$ cat config.mk
export PLATFORM = sky130hd
export DESIGN_NAME = mmio_timer_periph_flat
export DESIGN_NICKNAME = d
export VERILOG_FILES = /design/src/rtl/mmio_timer_periph_if.sv /design/src/rtl/mmio_timer_periph.sv /design/src/flat_wrapper.sv
export SDC_FILE = /design/constraint.sdc
export NUM_CORES = 1
export LEC_CHECK = 0
export ABC_AREA = 1
export CORE_UTILIZATION = 53
export CTS_CLUSTER_SIZE = 12
export DETAILED_ROUTE_END_ITERATION = 6
export PLACE_DENSITY_LB_ADDON = 0.3
export SYNTH_ARGS = -nofsm -noshare
export SYNTH_HDL_FRONTEND = slang
export SYNTH_SLANG_ARGS = --single-unit
$ cat constraint.sdc
create_clock -name clk -period 1.85 [get_ports clk]
set_input_delay 0.37 -clock clk [delete_from_list [all_inputs] [get_ports clk]]
set_output_delay 0.37 -clock clk [all_outputs]
set_load 0.02 [all_outputs]
$ cat src/rtl/mmio_timer_periph_if.sv
// mmio_timer_periph_if: CPU data-bus signals seen by the timer peripheral.
// The master side is the CPU's memory stage; the slave side is the peripheral.
interface mmio_timer_periph_if;
  logic        MemRead;
  logic        MemWrite;
  logic [31:0] Address;
  logic [31:0] WriteData;
  logic [31:0] ReadData;
  logic        sel;

  modport master (
    output MemRead, MemWrite, Address, WriteData,
    input  ReadData, sel
  );

  modport slave (
    input  MemRead, MemWrite, Address, WriteData,
    output ReadData, sel
  );
endinterface

$ cat src/rtl/mmio_timer_periph.sv
// mmio_timer_periph: memory-mapped slave holding a reloadable 32-bit timer with
// interrupt, an LED register and a seven-segment digit register.
// Register window (32 bytes at BASE_ADDR): 0x00 TH, 0x04 TL, 0x08 TCON,
// 0x0C LED, 0x10 DIGITS, 0x14 SYSTICK, 0x18-0x1C reserved.
// Optional feature: define SYSTICK_EN to build the free-running cycle counter
// at 0x14; without it that offset reads 0 and ignores writes.
module mmio_timer_periph #(
  parameter logic [31:0] BASE_ADDR = 32'h4000_0000,
  parameter int unsigned PRESCALE  = 1,
  parameter int unsigned LED_W     = 8
) (
  input  logic               clk,
  input  logic               reset,
  mmio_timer_periph_if.slave bus,
  output logic               irq,
  output logic [LED_W-1:0]   leds,
  output logic [11:0]        digits
);

  localparam int unsigned     PS_W    = (PRESCALE > 1) ? $clog2(PRESCALE) : 1;
  localparam logic [PS_W-1:0] PS_LAST = PS_W'(PRESCALE - 1);

  localparam logic [2:0] OFF_TH   = 3'd0;
  localparam logic [2:0] OFF_TL   = 3'd1;
  localparam logic [2:0] OFF_TCON = 3'd2;
  localparam logic [2:0] OFF_LED  = 3'd3;
  localparam logic [2:0] OFF_DIG  = 3'd4;
  localparam logic [2:0] OFF_SYS  = 3'd5;

  // Register state
  logic [31:0]      th_q, th_d;
  logic [31:0]      tl_q, tl_d;
  logic             en_q, en_d;
  logic             ie_q, ie_d;
  logic             st_q, st_d;
  logic             irq_q, irq_d;
  logic [LED_W-1:0] led_q, led_d;
  logic [11:0]      dig_q, dig_d;
  logic [PS_W-1:0]  ps_q, ps_d;

  // Decode and timer events
  logic        sel_s;
  logic [2:0]  off_s;
  logic        wr_s;
  logic        wr_th_s, wr_tl_s, wr_tcon_s, wr_led_s, wr_dig_s;
  logic        tick_s;
  logic        ovf_s;
  logic [31:0] sys_rd_s;
  logic [31:0] rdata_s;

  assign sel_s     = (bus.Address[31:5] == BASE_ADDR[31:5]);
  assign off_s     = bus.Address[4:2];
  assign wr_s      = bus.MemWrite & sel_s;
  assign wr_th_s   = wr_s & (off_s == OFF_TH);
  assign wr_tl_s   = wr_s & (off_s == OFF_TL);
  assign wr_tcon_s = wr_s & (off_s == OFF_TCON);
  assign wr_led_s  = wr_s & (off_s == OFF_LED);
  assign wr_dig_s  = wr_s & (off_s == OFF_DIG);

  // A tick is decided from the pre-write enable, so a TCON write never cancels
  // the tick landing on the same edge.
  assign tick_s = en_q & (ps_q == PS_LAST);
  assign ovf_s  = tick_s & (tl_q == 32'hFFFF_FFFF);

  // Next-state for timer, control and display registers
  always_comb begin
    th_d  = th_q;
    tl_d  = tl_q;
    en_d  = en_q;
    ie_d  = ie_q;
    st_d  = st_q;
    led_d = led_q;
    dig_d = dig_q;
    ps_d  = ps_q;

    // prescaler idles at zero while the timer is stopped
    if (!en_q) begin
      ps_d = {PS_W{1'b0}};
    end else if (tick_s) begin
      ps_d = {PS_W{1'b0}};
    end else begin
      ps_d = ps_q + PS_W'(1);
    end

    // a CPU store to TL beats any tick/reload on the same edge;
    // reload takes TH as it was before any same-edge store to TH
    if (wr_tl_s) begin
      tl_d = bus.WriteData;
    end else if (ovf_s) begin
      tl_d = th_q;
    end else if (tick_s) begin
      tl_d = tl_q + 32'd1;
    end else begin
      tl_d = tl_q;
    end

    if (wr_th_s) begin
      th_d = bus.WriteData;
    end else begin
      th_d = th_q;
    end

    if (wr_tcon_s) begin
      en_d = bus.WriteData[0];
      ie_d = bus.WriteData[1];
    end else begin
      en_d = en_q;
      ie_d = ie_q;
    end

    // status is sticky: a hardware set outranks a software clear
    if (ovf_s && ie_q && !wr_tl_s) begin
      st_d = 1'b1;
    end else if (wr_tcon_s && !bus.WriteData[2]) begin
      st_d = 1'b0;
    end else begin
      st_d = st_q;
    end

    if (wr_led_s) begin
      led_d = bus.WriteData[LED_W-1:0];
    end else begin
      led_d = led_q;
    end

    if (wr_dig_s) begin
      dig_d = bus.WriteData[11:0];
    end else begin
      dig_d = dig_q;
    end
  end

  // irq flop carries exactly irq_en & status of the same edge
  assign irq_d = ie_d & st_d;

  // Register bank update
  always_ff @(posedge clk or negedge reset) begin
    if (!reset) begin
      th_q  <= 32'h0;
      tl_q  <= 32'h0;
      en_q  <= 1'b0;
      ie_q  <= 1'b0;
      st_q  <= 1'b0;
      irq_q <= 1'b0;
      led_q <= {LED_W{1'b0}};
      dig_q <= 12'h0;
      ps_q  <= {PS_W{1'b0}};
    end else begin
      th_q  <= th_d;
      tl_q  <= tl_d;
      en_q  <= en_d;
      ie_q  <= ie_d;
      st_q  <= st_d;
      irq_q <= irq_d;
      led_q <= led_d;
      dig_q <= dig_d;
      ps_q  <= ps_d;
    end
  end

`ifdef SYSTICK_EN
  logic [31:0] sys_q, sys_d;
  logic        wr_sys_s;

  assign wr_sys_s = wr_s & (off_s == OFF_SYS);

  // Free-running cycle counter, loadable by the CPU
  always_comb begin
    sys_d = sys_q + 32'd1;
    if (wr_sys_s) begin
      sys_d = bus.WriteData;
    end else begin
      sys_d = sys_q + 32'd1;
    end
  end

  // Cycle counter register
  always_ff @(posedge clk or negedge reset) begin
    if (!reset) begin
      sys_q <= 32'h0;
    end else begin
      sys_q <= sys_d;
    end
  end

  assign sys_rd_s = sys_q;
`else
  assign sys_rd_s = 32'h0;
`endif

  // Zero-latency read mux; reserved and unselected accesses return 0
  always_comb begin
    rdata_s = 32'h0;
    if (bus.MemRead && sel_s) begin
      case (off_s)
        OFF_TH:   rdata_s = th_q;
        OFF_TL:   rdata_s = tl_q;
        OFF_TCON: rdata_s = {29'h0, st_q, ie_q, en_q};
        OFF_LED:  rdata_s = 32'(led_q);
        OFF_DIG:  rdata_s = {20'h0, dig_q};
        OFF_SYS:  rdata_s = sys_rd_s;
        default:  rdata_s = 32'h0;
      endcase
    end else begin
      rdata_s = 32'h0;
    end
  end

  assign bus.ReadData = rdata_s;
  assign bus.sel      = sel_s;
  assign irq          = irq_q;
  assign leds         = led_q;
  assign digits       = dig_q;

endmodule

$ cat src/flat_wrapper.sv
// flat-port wrapper written by rule: the top's interface ports become plain ports
module mmio_timer_periph_flat 
#(
  parameter logic [31:0] BASE_ADDR = 32'h4000_0000,
  parameter int unsigned PRESCALE  = 1,
  parameter int unsigned LED_W     = 8
)
  (clk, reset, irq, leds, digits, bus_MemRead, bus_MemWrite, bus_Address, bus_WriteData, bus_ReadData, bus_sel);
  mmio_timer_periph_if bus_i ();
  input  logic clk;
  input  logic reset;
  output logic irq;
  output logic [LED_W-1:0] leds;
  output logic [11:0] digits;
  input wire logic [$bits(bus_i.MemRead)-1:0] bus_MemRead;
  input wire logic [$bits(bus_i.MemWrite)-1:0] bus_MemWrite;
  input wire logic [$bits(bus_i.Address)-1:0] bus_Address;
  input wire logic [$bits(bus_i.WriteData)-1:0] bus_WriteData;
  output wire logic [$bits(bus_i.ReadData)-1:0] bus_ReadData;
  output wire logic [$bits(bus_i.sel)-1:0] bus_sel;
  assign bus_i.MemRead = bus_MemRead;
  assign bus_i.MemWrite = bus_MemWrite;
  assign bus_i.Address = bus_Address;
  assign bus_i.WriteData = bus_WriteData;
  assign bus_ReadData = bus_i.ReadData;
  assign bus_sel = bus_i.sel;
  mmio_timer_periph #(.BASE_ADDR(BASE_ADDR), .PRESCALE(PRESCALE), .LED_W(LED_W)) u_core (.clk(clk), .reset(reset), .bus(bus_i), .irq(irq), .leds(leds), .digits(digits));
endmodule
==> reports/results.txt <==
# diodes: 0
Post-route setup slack: -261.4 ps
Synth Area in Compound Gates: 9.430%
Hold Path Class: reg2reg
Max cap viols: 0
Sink Count: 89
# IOs: 122
Final Hold Viols: 0
WP data required: 1480 ps
Crit end category: output port
Worst setup path class: in2out
Residual DRC count: 0
Worst vdd ir: 423.9 uV
CTS Root Cell: clkbuf_16
Core footprint: 10980 um^2
Core Rows: 38
Final worst-path cycle share: 114.1%
Cell total after placement: 1196
LEAKAGE: 4.155 nW
FF-to-FF path depth: 13
Post-Synth Simple-Gate Area: 42.78%
TritonCTS clock tree: yes
Largest family of logic cells by synthesized area: simple AND/OR/NAND/NOR gates
Die span in y: 109.0 um
Post-detail-place hpwl: 13500 um
Cell Area, Synth: 6063 um^2
Fin Hold WS: 499.2 ps
Initial DRC Count: 635
Area after DPL: 7995 um^2
Design Area, Final: 8939 um^2
Drt first pass iters: 6
Startpoint Class: input pin
Min cycle time layout: 2111 ps
Vias in the first global route: 6521
Sw Share: 28.66%
Post-Route WL: 20340 um
Post-route ant nets: 0
Number of cells on the worst hold path: 2
Post-synthesis cell type count: 36
CTS Buffer Depth: 2
First-pass GRT wire length: 31090 um
Initial antenna violation count: 0
Yosys reg bits: 89
Cells after Synth: 914
Synth Area in Adders: 0.2064%
Vias: 7038
Die ar.: 11870 um^2
CTS clk-pin slew, worst paths: 80 ps
Sequential area share after synthesis: 36.73%
Synth Net Count: 983
CP Max Fanout: 6
Setup tns final: -8171 ps
Via/cell ratio: 5.671
Xor and xnor area share after synthesis: 1.733%
Overflow after GRT: 0
Combinational power share: 15.6%
Critical Path AT: 1740 ps
Proportion of layout cells with a drive suffix above 1: 27.34%
Clk Latency, worst-skew pair: 350 ps
Sequential Power Share: 44.7%
Mux share of post-synthesis cell area: 0%
Initial core utilization: 55.21%
CTS Buf Count: 9
Synth warn: 0
Cell Int Power: 0.003275 W
Largest net degree at the start of global routing: 33
Final Max Tran Viols: 0
Failing checks: setup timing
GRT Total Usage: 33.65%
Layout Skew: 10.46 ps
Final setup viols: 54
DIE WIDTH: 109.0 um
Final GP Congestion: 0.9762
F_max: 473.6 MHz
# port buffers: 119
Clk pwr share: 39.7%
Status: complete, but fails checks
Area growth, synth to finish: 47.42%
Htree depth: 3
Finished Layout Cells: 1241
# nets final: 1165
Syn avg cell area: 6.634 um^2
Psw: 0.001316 W
Unrepaired setup endpoints after global routing: yes
Routed len/inst: 16.39 um
Pwr per Cell Area: 513.6 nW/um^2
-- flip-flops by register name (all words and copies together) (netlist names) --
name / cells
u_core.ps_q: 1
u_core.th_q: 32
u_core.tl_q: 32
u_core.digits: 12
u_core.en_q: 1
u_core.leds: 8
u_core.ie_q: 1
u_core.irq: 1
u_core.st_q: 1
-- Yosys cell counts --
library cell,number,share of area (%)
nand2_1,353,22
dfrtp_1,89,37
nor2_1,77,4.8
nand3_1,76,6.3
inv_1,67,4.1
o21ai_0,36,3.0
nand4_1,35,3.6
a21oi_1,31,2.6
o21ai_1,22,1.8
clkbuf_1,21,1.3
buf_2,10,0.83
nand3_2,10,1.7
clkinv_1,9,0.56
nand2_2,9,0.93
a31oi_1,8,0.83
buf_6,8,1.5
nor2_4,8,1.5
xnor2_1,8,1.2
buf_4,5,0.62
nand3b_1,5,0.62
xor2_1,4,0.58
a22o_1,3,0.43
nor2_2,3,0.31
a22oi_1,2,0.25
inv_2,2,0.12
nand3_4,2,0.58
o22ai_1,2,0.21
a211oi_1,1,0.12
and2_0,1,0.10
conb_1,1,0.062
ha_1,1,0.21
nand2_4,1,0.19
nor2_8,1,0.33
nor3_1,1,0.082
o211ai_1,1,0.12
o21bai_1,1,0.12
-- routing by layer --
| layer | vias up | share of wire (%) | track usage (%) |
|---|---|---|---|
| met4 | 0 | 2.0 | 11.58 |
| li1 | 3318 | - | - |
| met5 | - | 0 | 0 |
| met3 | 39 | 8.0 | 6.037 |
| met1 | 3335 | 41 | 43.97 |
| met2 | 346 | 49 | 55.93 |
-- power by group through the flow --
stage                     clock network, W  logic [W]  registers [W]
after CTS                          0.00182   0.000641        0.00205
final                              0.00182   0.000718        0.00205
after floorplan                          0   0.000258        0.00208
after detailed placement                 0   0.000622        0.00209
after global routing               0.00192   0.000778        0.00206
after global placement                   0   0.000611        0.00208
-- through the flow --
step           worst slack [ps]  total power [W]  util (%)
2_1_floorplan            -99.46         0.002339         -
3_3_place_gp             -946.8         0.002694     72.80
3_5_place_dp              -1003         0.002707     72.80
4_1_cts                  -367.2         0.004504     76.78
5_1_grt                  -343.0         0.004756     81.39
6_report                 -261.4         0.004591     81.39
-- worst max-delay path: stages --
cell,delay (ps)
buf_2,120
nor2_2,80
nand2_1,60
nor2_1,80
nand2_1,100
nor2_4,140
o211ai_1,100
buf_4,180
buf_8,140
buf_12,120
a21oi_4,110
buf_6,130
-- final timing paths --
check	startpoint	endpoint	slack, ps
max	bus_Address[15]	bus_ReadData[20]	-260
min	u_core.digits[8]	u_core.digits[8]	500
max reg2reg	u_core.tl_q[0]	u_core.tl_q[8]	-110
min reg2reg	u_core.digits[8]	u_core.digits[8]	500
max in group asynchronous	reset	u_core.tl_q[19]	810
min in group asynchronous	reset	u_core.digits[1]	510
-- cells by family (layout without fill, tap and decap cells) --
group | after synthesis | count (layout)
DFF | 89 | 89
xor gates and xnor gates | 12 | 12
adders and majority gates | 1 | 1
and+or+nand+nor | 582 | 583
AOI/OAI and AO/OA | 107 | 107
other | 1 | 1
buffers and inverters | 122 | 308
-- cell usage in the layout (no fill, tap or decap), drive strengths merged, types with 31 or more instances in the layout --
cell type / count
nand2: 363
buf: 151
dfrtp: 89
nand3: 89
nor2: 89
inv: 73
o21ai: 58
clkdlybuf4s50: 55
nand4: 35
a21oi: 31
-- cell type report --
| cell class | instances | area (um^2) |
|---|---|---|
| Multi-Input combinational cell | 704 | 3802 |
| Inverter | 78 | 296.5 |
| Fill cell | 722 | 2044 |
| Timing Repair Buffer | 214 | 2146 |
| Tap cell | 140 | 175.2 |
| Sequential cell | 89 | 2231 |
| Clock inverter | 7 | 62.56 |
| Clock buffer | 9 | 225.2 |
-- timing repair --
| action | in CTS | in global routing |
|---|---|---|
| setup endpoints to repair | 119 | 69 |
| pin swaps | 13 | 62 |
| gates resized for setup | 313 | 134 |
| hold buffers | 1 | 0 |
| endpoints found under the hold margin | 29 | 0 |
| gates cloned | 2 | 2 |
| buffers inserted | 12 | 18 |
Power figures use the tool's default switching activity.
